**src/rtl/fir_sample_driver.sv**
```systemverilog
// fir_sample_driver
//   Initiator for the fir_filter_beta sample handshake. Takes Q1.9 samples
//   on a valid/ready input, converts each one to the 10-bit float format
//   {sign, exp[3:0] bias 7, mant[4:0] hidden 1; exp 0 = zero}, pulses
//   fir_en, waits for a fresh fir_out_avl rise, and converts fir_out back
//   to Q1.9 on a valid/ready output. One sample in flight at a time.
//
// Optional build macro: FIR_DRV_TIMEOUT_EN adds a wait-state timeout and
//   the err output. Without it the wait states wait indefinitely.
//
// Ports:
//   clk_fast, rst (async, active low)
//   s_valid/s_ready/s_data  : Q1.9 sample input
//   fir_in/fir_en           : float sample + one-cycle start pulse
//   fir_out/fir_out_avl     : float result + result-available level
//   m_valid/m_ready/m_data  : Q1.9 result output
//   busy                    : high whenever not IDLE
//   err                     : one-cycle timeout pulse (macro builds only)
module fir_sample_driver #(
  parameter int TIMEOUT_CYCLES = 255,
  parameter int CNT_W          = 8
) (
  input  logic       clk_fast,
  input  logic       rst,
  input  logic       s_valid,
  input  logic [9:0] s_data,
  output logic       s_ready,
  output logic [9:0] fir_in,
  output logic       fir_en,
  input  logic [9:0] fir_out,
  input  logic       fir_out_avl,
  output logic       m_valid,
  output logic [9:0] m_data,
  input  logic       m_ready,
  output logic       busy
`ifdef FIR_DRV_TIMEOUT_EN
  ,
  output logic       err
`endif
);

  if ((2 ** CNT_W) <= TIMEOUT_CYCLES) begin : g_cnt_chk
    $error("CNT_W too narrow for TIMEOUT_CYCLES");
  end

  typedef enum logic [2:0] {IDLE, CONV, ISSUE, WAIT_LO, WAIT_HI, OUTPUT} state_t;

  state_t     r_state;
  logic [9:0] r_sample;
  logic [9:0] r_fir_in;
  logic       r_fir_en;
  logic       r_m_valid;
  logic [9:0] r_m_data;

  // Q1.9 -> float. Magnitude is taken at 10 bits so -512 stays 512.
  // Normalising the MSB to bit 9 gives the mantissa (zero-padded) in [8:4].
  function automatic logic [9:0] fix2flt(input logic [9:0] x);
    logic [9:0] mag, sh;
    logic [3:0] p;
    logic [9:0] res;
    mag = x[9] ? (~x + 10'd1) : x;
    p   = 4'd0;
    for (int i = 0; i < 10; i++)
      if (mag[i]) p = 4'(i);
    sh = mag << (4'd9 - p);
    if (mag < 10'd4) res = 10'h000;
    else             res = {x[9], 4'(p - 4'd2), sh[8:4]};
    return res;
  endfunction

  // float -> Q1.9, truncating toward zero, saturating at +511 / -512.
  function automatic logic [9:0] flt2fix(input logic [9:0] f);
    logic [20:0] v;
    logic [3:0]  e;
    logic [9:0]  res;
    e = f[8:5];
    v = {15'd0, 1'b1, f[4:0]};
    if (e >= 4'd3) v = v << (e - 4'd3);
    else           v = v >> (4'd3 - e);
    if (e == 4'd0)          res = 10'h000;
    else if (v >= 21'd512)  res = f[9] ? 10'h200 : 10'h1FF;
    else                    res = f[9] ? (~v[9:0] + 10'd1) : v[9:0];
    return res;
  endfunction

`ifdef FIR_DRV_TIMEOUT_EN
  logic [CNT_W-1:0] r_cnt;
  logic             r_err;
  logic             w_to;
  assign w_to = (r_cnt == CNT_W'(TIMEOUT_CYCLES - 1));
  assign err  = r_err;
`endif

  always_ff @(posedge clk_fast or negedge rst) begin
    if (!rst) begin
      r_state   <= IDLE;
      r_sample  <= '0;
      r_fir_in  <= '0;
      r_fir_en  <= 1'b0;
      r_m_valid <= 1'b0;
      r_m_data  <= '0;
`ifdef FIR_DRV_TIMEOUT_EN
      r_cnt     <= '0;
      r_err     <= 1'b0;
`endif
    end else begin
      // fir_en is high exactly for the ISSUE cycle.
      r_fir_en <= (r_state == CONV);
`ifdef FIR_DRV_TIMEOUT_EN
      r_err    <= 1'b0;
`endif
      case (r_state)
        IDLE: if (s_valid) begin
          r_sample <= s_data;
          r_state  <= CONV;
        end
        CONV: begin
          r_fir_in <= fix2flt(r_sample);
          r_state  <= ISSUE;
        end
        ISSUE: begin
`ifdef FIR_DRV_TIMEOUT_EN
          r_cnt <= '0;
`endif
          r_state <= WAIT_LO;
        end
        // Only a low level proves the filter re-armed; a high level here
        // may be left over from the previous sample.
        WAIT_LO: begin
          if (!fir_out_avl) r_state <= WAIT_HI;
`ifdef FIR_DRV_TIMEOUT_EN
          else if (w_to) begin
            r_err   <= 1'b1;
            r_state <= IDLE;
          end
          r_cnt <= r_cnt + 1'b1;
`endif
        end
        WAIT_HI: begin
          if (fir_out_avl) begin
            r_m_data  <= flt2fix(fir_out);
            r_m_valid <= 1'b1;
            r_state   <= OUTPUT;
          end
`ifdef FIR_DRV_TIMEOUT_EN
          else if (w_to) begin
            r_err   <= 1'b1;
            r_state <= IDLE;
          end
          r_cnt <= r_cnt + 1'b1;
`endif
        end
        OUTPUT: if (m_ready) begin
          r_m_valid <= 1'b0;
          r_state   <= IDLE;
        end
        default: r_state <= IDLE;
      endcase
    end
  end

  assign s_ready = (r_state == IDLE);
  assign busy    = (r_state != IDLE);
  assign fir_in  = r_fir_in;
  assign fir_en  = r_fir_en;
  assign m_valid = r_m_valid;
  assign m_data  = r_m_data;

endmodule

```
**config.mk**
```make
export PLATFORM = sky130hd
export DESIGN_NAME = fir_sample_driver
export DESIGN_NICKNAME = d
export VERILOG_FILES = /design/src/rtl/fir_sample_driver.sv
export SDC_FILE = /design/constraint.sdc
export NUM_CORES = 1
export LEC_CHECK = 0
export ABC_AREA = 1
export CAP_MARGIN = 5
export CORE_UTILIZATION = 55
export DETAILED_ROUTE_END_ITERATION = 10
export PLACE_DENSITY = 0.85
export SLEW_MARGIN = 20
export SYNTH_ARGS = -nofsm -noshare
export SYNTH_HDL_FRONTEND = slang
export SYNTH_SLANG_ARGS = --single-unit
export TNS_END_PERCENT = 5
```
**constraint.sdc**
```tcl
create_clock -name clk_fast -period 3 [get_ports clk_fast]
set_input_delay 0.75 -clock clk_fast [delete_from_list [all_inputs] [get_ports clk_fast]]
set_output_delay 0.75 -clock clk_fast [all_outputs]
set_load 0.01 [all_outputs]
```
### Word-level counts from Yosys, hierarchy flattened

Index checks and enable logic that the tools add are counted.

* flip-flop bits (word level): 35
* word-level logic and storage cells: 64
* memory bits (read-only): 0
* bits in latches: 0
* input port bits: 25
* memory bits (writable): 0
* memories: 0

* bitwise gates (word level): 2
* multiply operators: 0
* muxes and demuxes: 27
* shifts and indexed selects: 3
* magnitude comparators: 3
* add/sub/neg operators: 6
* reduce and logical (&&, ||, !) cells: 8
* divide/modulo/power cells: 0
* equality and inequality tests: 9

Operator list (count)
* 2-to-1 mux 21 bit: 3
* 2-to-1 mux 10 bit: 6
* 2-to-1 mux 4 bit: 9
* greater-or-equal comparator 21 x 10 -> 1 bit, second input constant: 1
* << shifter 6 x 4 -> 21 bit: 1
* right shift 6 x 4 -> 21 bit: 1
* adder 10 x 1 -> 10 bit, second input constant: 2
* NOT 10 bit: 2
* one-hot mux 3 bit (6 select lines): 1
* 2-to-1 mux 3 bit: 4
* less-than comparator 10 x 3 -> 1 bit, second input constant: 1
* << shifter 10 x 4 -> 9 bit: 1
* != test 2 bit, second input constant: 4
* subtractor 4 x 2 -> 4 bit, second input constant: 2
* == test 3 x 2 -> 1 bit, second input constant: 2
* == test 3 bit, second input constant: 2
* greater-or-equal comparator 4 x 2 -> 1 bit, second input constant: 1
* logical NOT 4 bit: 1
* AND reduction 2 bit: 2
* AND reduction 4 bit: 1
* subtractor 2 x 4 -> 4 bit, first input constant: 1
* subtractor 4 bit, first input constant: 1
* == test 3 x 1 -> 1 bit, second input constant: 1
* logical NOT 3 bit: 1
* other kinds (5): 7

### Logic depth before layout (Yosys ltp)

* depth in word-level cells: 16
* mapped depth: 19
* depth with buffers taken out: 19

### Worst setup path after synthesis

Ideal clock, no wire load.

* path type: input port to flip-flop
* from: in fir_out[5]
* to: reg r_m_data[8], in the netlist m_data[8]
* setup slack: 0.369 ns
* buffers on the path: 1
* cell stages on the path: 15
* required time: 2.884 ns
* arrival time: 2.514 ns
* cell sequence: ha_1 ha_1 clkbuf_1 nor2_1 nand2_1 nand2_1 inv_1 ha_1 nand2_1 nor2_1 nand3b_1 nand3_1 nand3_1 nand2_1 nand2_1

* cells in the longest elaborated chain, start to end: 10

Ends and longest elaborated chain
* start: declaration: line 30 `input logic [9:0] fir_out,`
* subtractor 2 x 4 -> 4 bit / subtractor 4 x 2 -> 4 bit (equally long branches): line 79, 78
* right shift 6 x 4 -> 21 bit / << shifter 6 x 4 -> 21 bit (equally long branches): line 79, 78
* 2-to-1 mux 21 bit: line 78 `if (e >= 4'd3) v = v << (e - 4'd3);`
* 2-to-1 mux 21 bit: line 140 `if (fir_out_avl) begin`
* 2-to-1 mux 21 bit: line 112 `case (r_state)`
* NOT 10 bit: line 82 `else res = f[9] ? (~v[9:0] + 10'd1) : v[9:0];`
* adder 10 x 1 -> 10 bit: line 82
* 2-to-1 mux 10 bit: line 82
* 2-to-1 mux 10 bit: line 81 `else if (v >= 21'd512) res = f[9] ? 10'h200 : 10'h1FF;`
* 2-to-1 mux 10 bit (*): line 80 `if (e == 4'd0) res = 10'h000;`
* end signal: assignment: line 141 `r_m_data <= flt2fix(fir_out);`
* end: declaration: line 53 `logic [9:0] r_m_data;`

Mark *: on every way between the ends. The rest lies on a longest branch, timed or not. The select of a mux whose other input is x is not followed.
A chain may end at the register's enable or synchronous reset.

### Worst setup path after layout

* from: in fir_out[5]
* to: reg r_m_data[4], in the netlist m_data[4]

The elaborated chain is that of the path after synthesis.

==> flow_metrics.env <==
export IMPL_p_int_uw=1840
export IMPL_mostFrequentLayoutCells="nand2_1, nand3_1, clkdlybuf4s50_1"
export IMPL_hold_depth=2
export IMPL_multi_input_area_mm2=0.00187
export IMPL_syn_num_nets=505
export IMPL_synth_top_area_share=0.289
export IMPL_ant_nets=0
export IMPL_wl_per_cell_um=12.4
export IMPL_drtIter0Drc=178
export IMPL_worstPathRequired_ns=3.18
export IMPL_ff2ff_setup_slack_ns=0.38
export IMPL_fp_row_count=26
export IMPL_yosys_area_top_type="dfrtp_1"
export IMPL_switching_share=0.505
export IMPL_num_vias=3344
export IMPL_fin_crit_sh=0.946
export IMPL_r2r_end="fir_in[4]"
export IMPL_tritoncts="yes"
export IMPL_grt_use_total=0.285
export IMPL_cp_max_fo=3
export IMPL_place_ws_ns=-0.129
export IMPL_syn_avg_cell_area_um2=6.43
export IMPL_n_fill_cell=422
export IMPL_critPathLaunchType="input port"
export IMPL_cap_viol_max_count=0
export IMPL_clk_latency_ns=0.29
export IMPL_final_common_cell="nand2_1"
export IMPL_path_clk_slew_ns=0.07
export IMPL_r2r_cells=14
export IMPL_p_total_uw=3710
export IMPL_ff_latch_area_um2=876
export IMPL_r2r_start="r_sample[0]"
export IMPL_grt_pass1_vias=3192
export IMPL_power_leakage_uw=0.00200
export IMPL_timing_fmax_mhz=352
export IMPL_period_needed_ns=2.84
export IMPL_pin_count=49
export IMPL_slew_headroom=0.581
export IMPL_hp_start="m_data[7]"
export IMPL_die_area_mm2=0.00582
export IMPL_port_buffers=48
export IMPL_cts_buffers=5
export IMPL_drt_wl_total_um=7670
export IMPL_power_switching_uw=1880
export IMPL_synth_distinct_cells=40
export IMPL_drc_errors=0
export IMPL_htree_levels=2
export IMPL_vdd_drop_max_mv=0.681
export IMPL_die_w_um=76.3
export IMPL_clkPwrFrac=0.090
export IMPL_powerDensity_mw_per_mm2=961
export IMPL_hold_path_class="reg2reg"
export IMPL_fp_dieH_um=76.3
export IMPL_core_mm2=0.00520
export IMPL_finalSetupViolCount=0
export IMPL_fin_setup_tns_ns=0
export IMPL_hold_viol_final=0
export IMPL_grt_ovfl_total=0
export IMPL_syn_area_mm2=0.00303
export IMPL_max_clock_path_buffers=2
export IMPL_drtPass1Iterations=5
export IMPL_dpl_cell_area_mm2=0.00378
export IMPL_grt_pass1_wl_um=13600
export IMPL_outcome="finished clean"
export IMPL_p_seq_frac=0.232
export IMPL_path_class="in2reg"
export IMPL_diodes=0
export IMPL_rsz0062_at_grt="false"
export IMPL_comb_power_share=0.679
export IMPL_fin_ws_ns=0.162
export IMPL_final_net_count=579
export IMPL_holdPathEnd="m_data[7]"
export IMPL_endpoint_kind="register"
export IMPL_yosys_warnings=0
export IMPL_final_area_mm2=0.00386
export IMPL_clock_sinks=35
export IMPL_gp_congestion=0.971
export IMPL_antenna_found_initial=0
export IMPL_skew_ns=0.00481
export IMPL_layout_drive_gt1_share=0.165
export IMPL_synth_seq_cells=35
export IMPL_dp_hpwl_um=6020
export IMPL_tightest_slew_ns=0.627
export IMPL_cp_arrival_ns=3.02
export IMPL_synthCells=472
export IMPL_vias_per_cell=5.42
export IMPL_synthToLayoutAreaGrowth_pct=27.4
export IMPL_synthTopCellsByArea="dfrtp_1, nand2_1, nand3_1, inv_1, nor2_1"
export IMPL_drv_slew=0
export IMPL_yosysSeqAreaShare=0.289
export IMPL_start_util=0.583
export IMPL_cts_root_buffer="clkbuf_8"
export IMPL_grt_max_degree=36
## metrics by stage
step                      cells   util  hold WS, ns
after floorplan             472      -        0.454
after global placement      609  0.726        0.458
after detailed placement    609  0.726        0.465
after CTS                   617  0.742        0.484
after global routing        617  0.743        0.513
final                       617  0.743        0.488
## worst max path at each step
stage	from	end	slack, ns	depth (start not counted)
after floorplan	fir_out[5]	m_data[8]	0.37	15
after global routing	fir_out[5]	m_data[8]	0.004	18
after global placement	fir_out[5]	m_data[4]	-0.14	14
final	fir_out[5]	m_data[4]	0.16	14
after CTS	fir_out[5]	m_data[6]	0.17	18
after detailed placement	fir_out[5]	m_data[6]	-0.13	18
## state kept, by name (all words and copies together) (netlist names)
register and cells:
m_data 10, m_valid 1, fir_in 10, r_state 3
r_sample 10, fir_en 1
## layer usage
metal / track usage / part of all wire
met1: 0.335 / 0.41
met2: 0.514 / 0.51
met3: 0.0467 / 0.045
met4: 0.115 / 0.028
met5: 0 / 0
## Yosys cell counts
cell         n
inv_1       40
clkinv_1     1
a21boi_0     1
nor2_4       3
a21oi_1     21
buf_2        2
o211ai_1     3
nand3_1     48
buf_6        2
a211oi_1     1
inv_2       12
nand3_4      1
inv_4        2
nand2_1    151
or2_1        1
buf_4        2
o2111ai_1    1
and3_1       1
nand4_1      6
nand2_2     10
ha_1         8
o21ai_1     24
o21a_1       3
nand3_2      4
o21ai_2      2
a21oi_4      1
o21ai_0     11
nor3_1       4
nor2_1      37
nor3_2       1
mux2i_1      1
and2_1       2
xor2_1       2
clkbuf_1     7
nor2_2       8
dfrtp_1     35
a21oi_2      1
nand2_4      6
or2_2        1
nand3b_1     5
## cells by family after synthesis
logic type	Yosys count	synth area share
and+or+nand+nor	289	0.446
AOI/OAI and AO/OA	69	0.129
buffers and inverters	68	0.0940
DFF	35	0.289
adders and majority gates	8	0.0330
xor gates and xnor gates	2	0.00577
muxes	1	0.00330
## final cells by class
type,instances,area share
clock buffers,7,0.0197
clock inverters,1,0.00129
inverters,55,0.0554
multi-input cells,369,0.485
flip-flops and latches,35,0.227
well taps,70,0.0227
repair buffers,80,0.190
## power by group through the flow
stage	registers, uW	clock network [uW]	logic, uW
after global placement	858	0	2380
after global routing	890	365	2790
final	861	333	2520
after detailed placement	860	0	2460
after CTS	858	340	2490
after floorplan	875	0	1740
## what timing repair did
action | in CTS | in global routing
endpoints found under the setup margin | 0 | 5
resized for setup | 0 | 1
hold buffers | 0 | 0
setup buffers | 0 | 0
## critical path, cell delays in order
cell and delay [ns]:
clkdlybuf4s50_1 0.46, ha_1 0.24, buf_4 0.14, nor2_2 0.11, nand2_1 0.07, nor2_1 0.16, o21ai_1 0.09, a21oi_1 0.18
nor2_2 0.07, ha_1 0.21, nand3_1 0.11, a21boi_0 0.10, nor3_1 0.25, o21ai_1 0.09
Power figures use the tool's default switching activity.
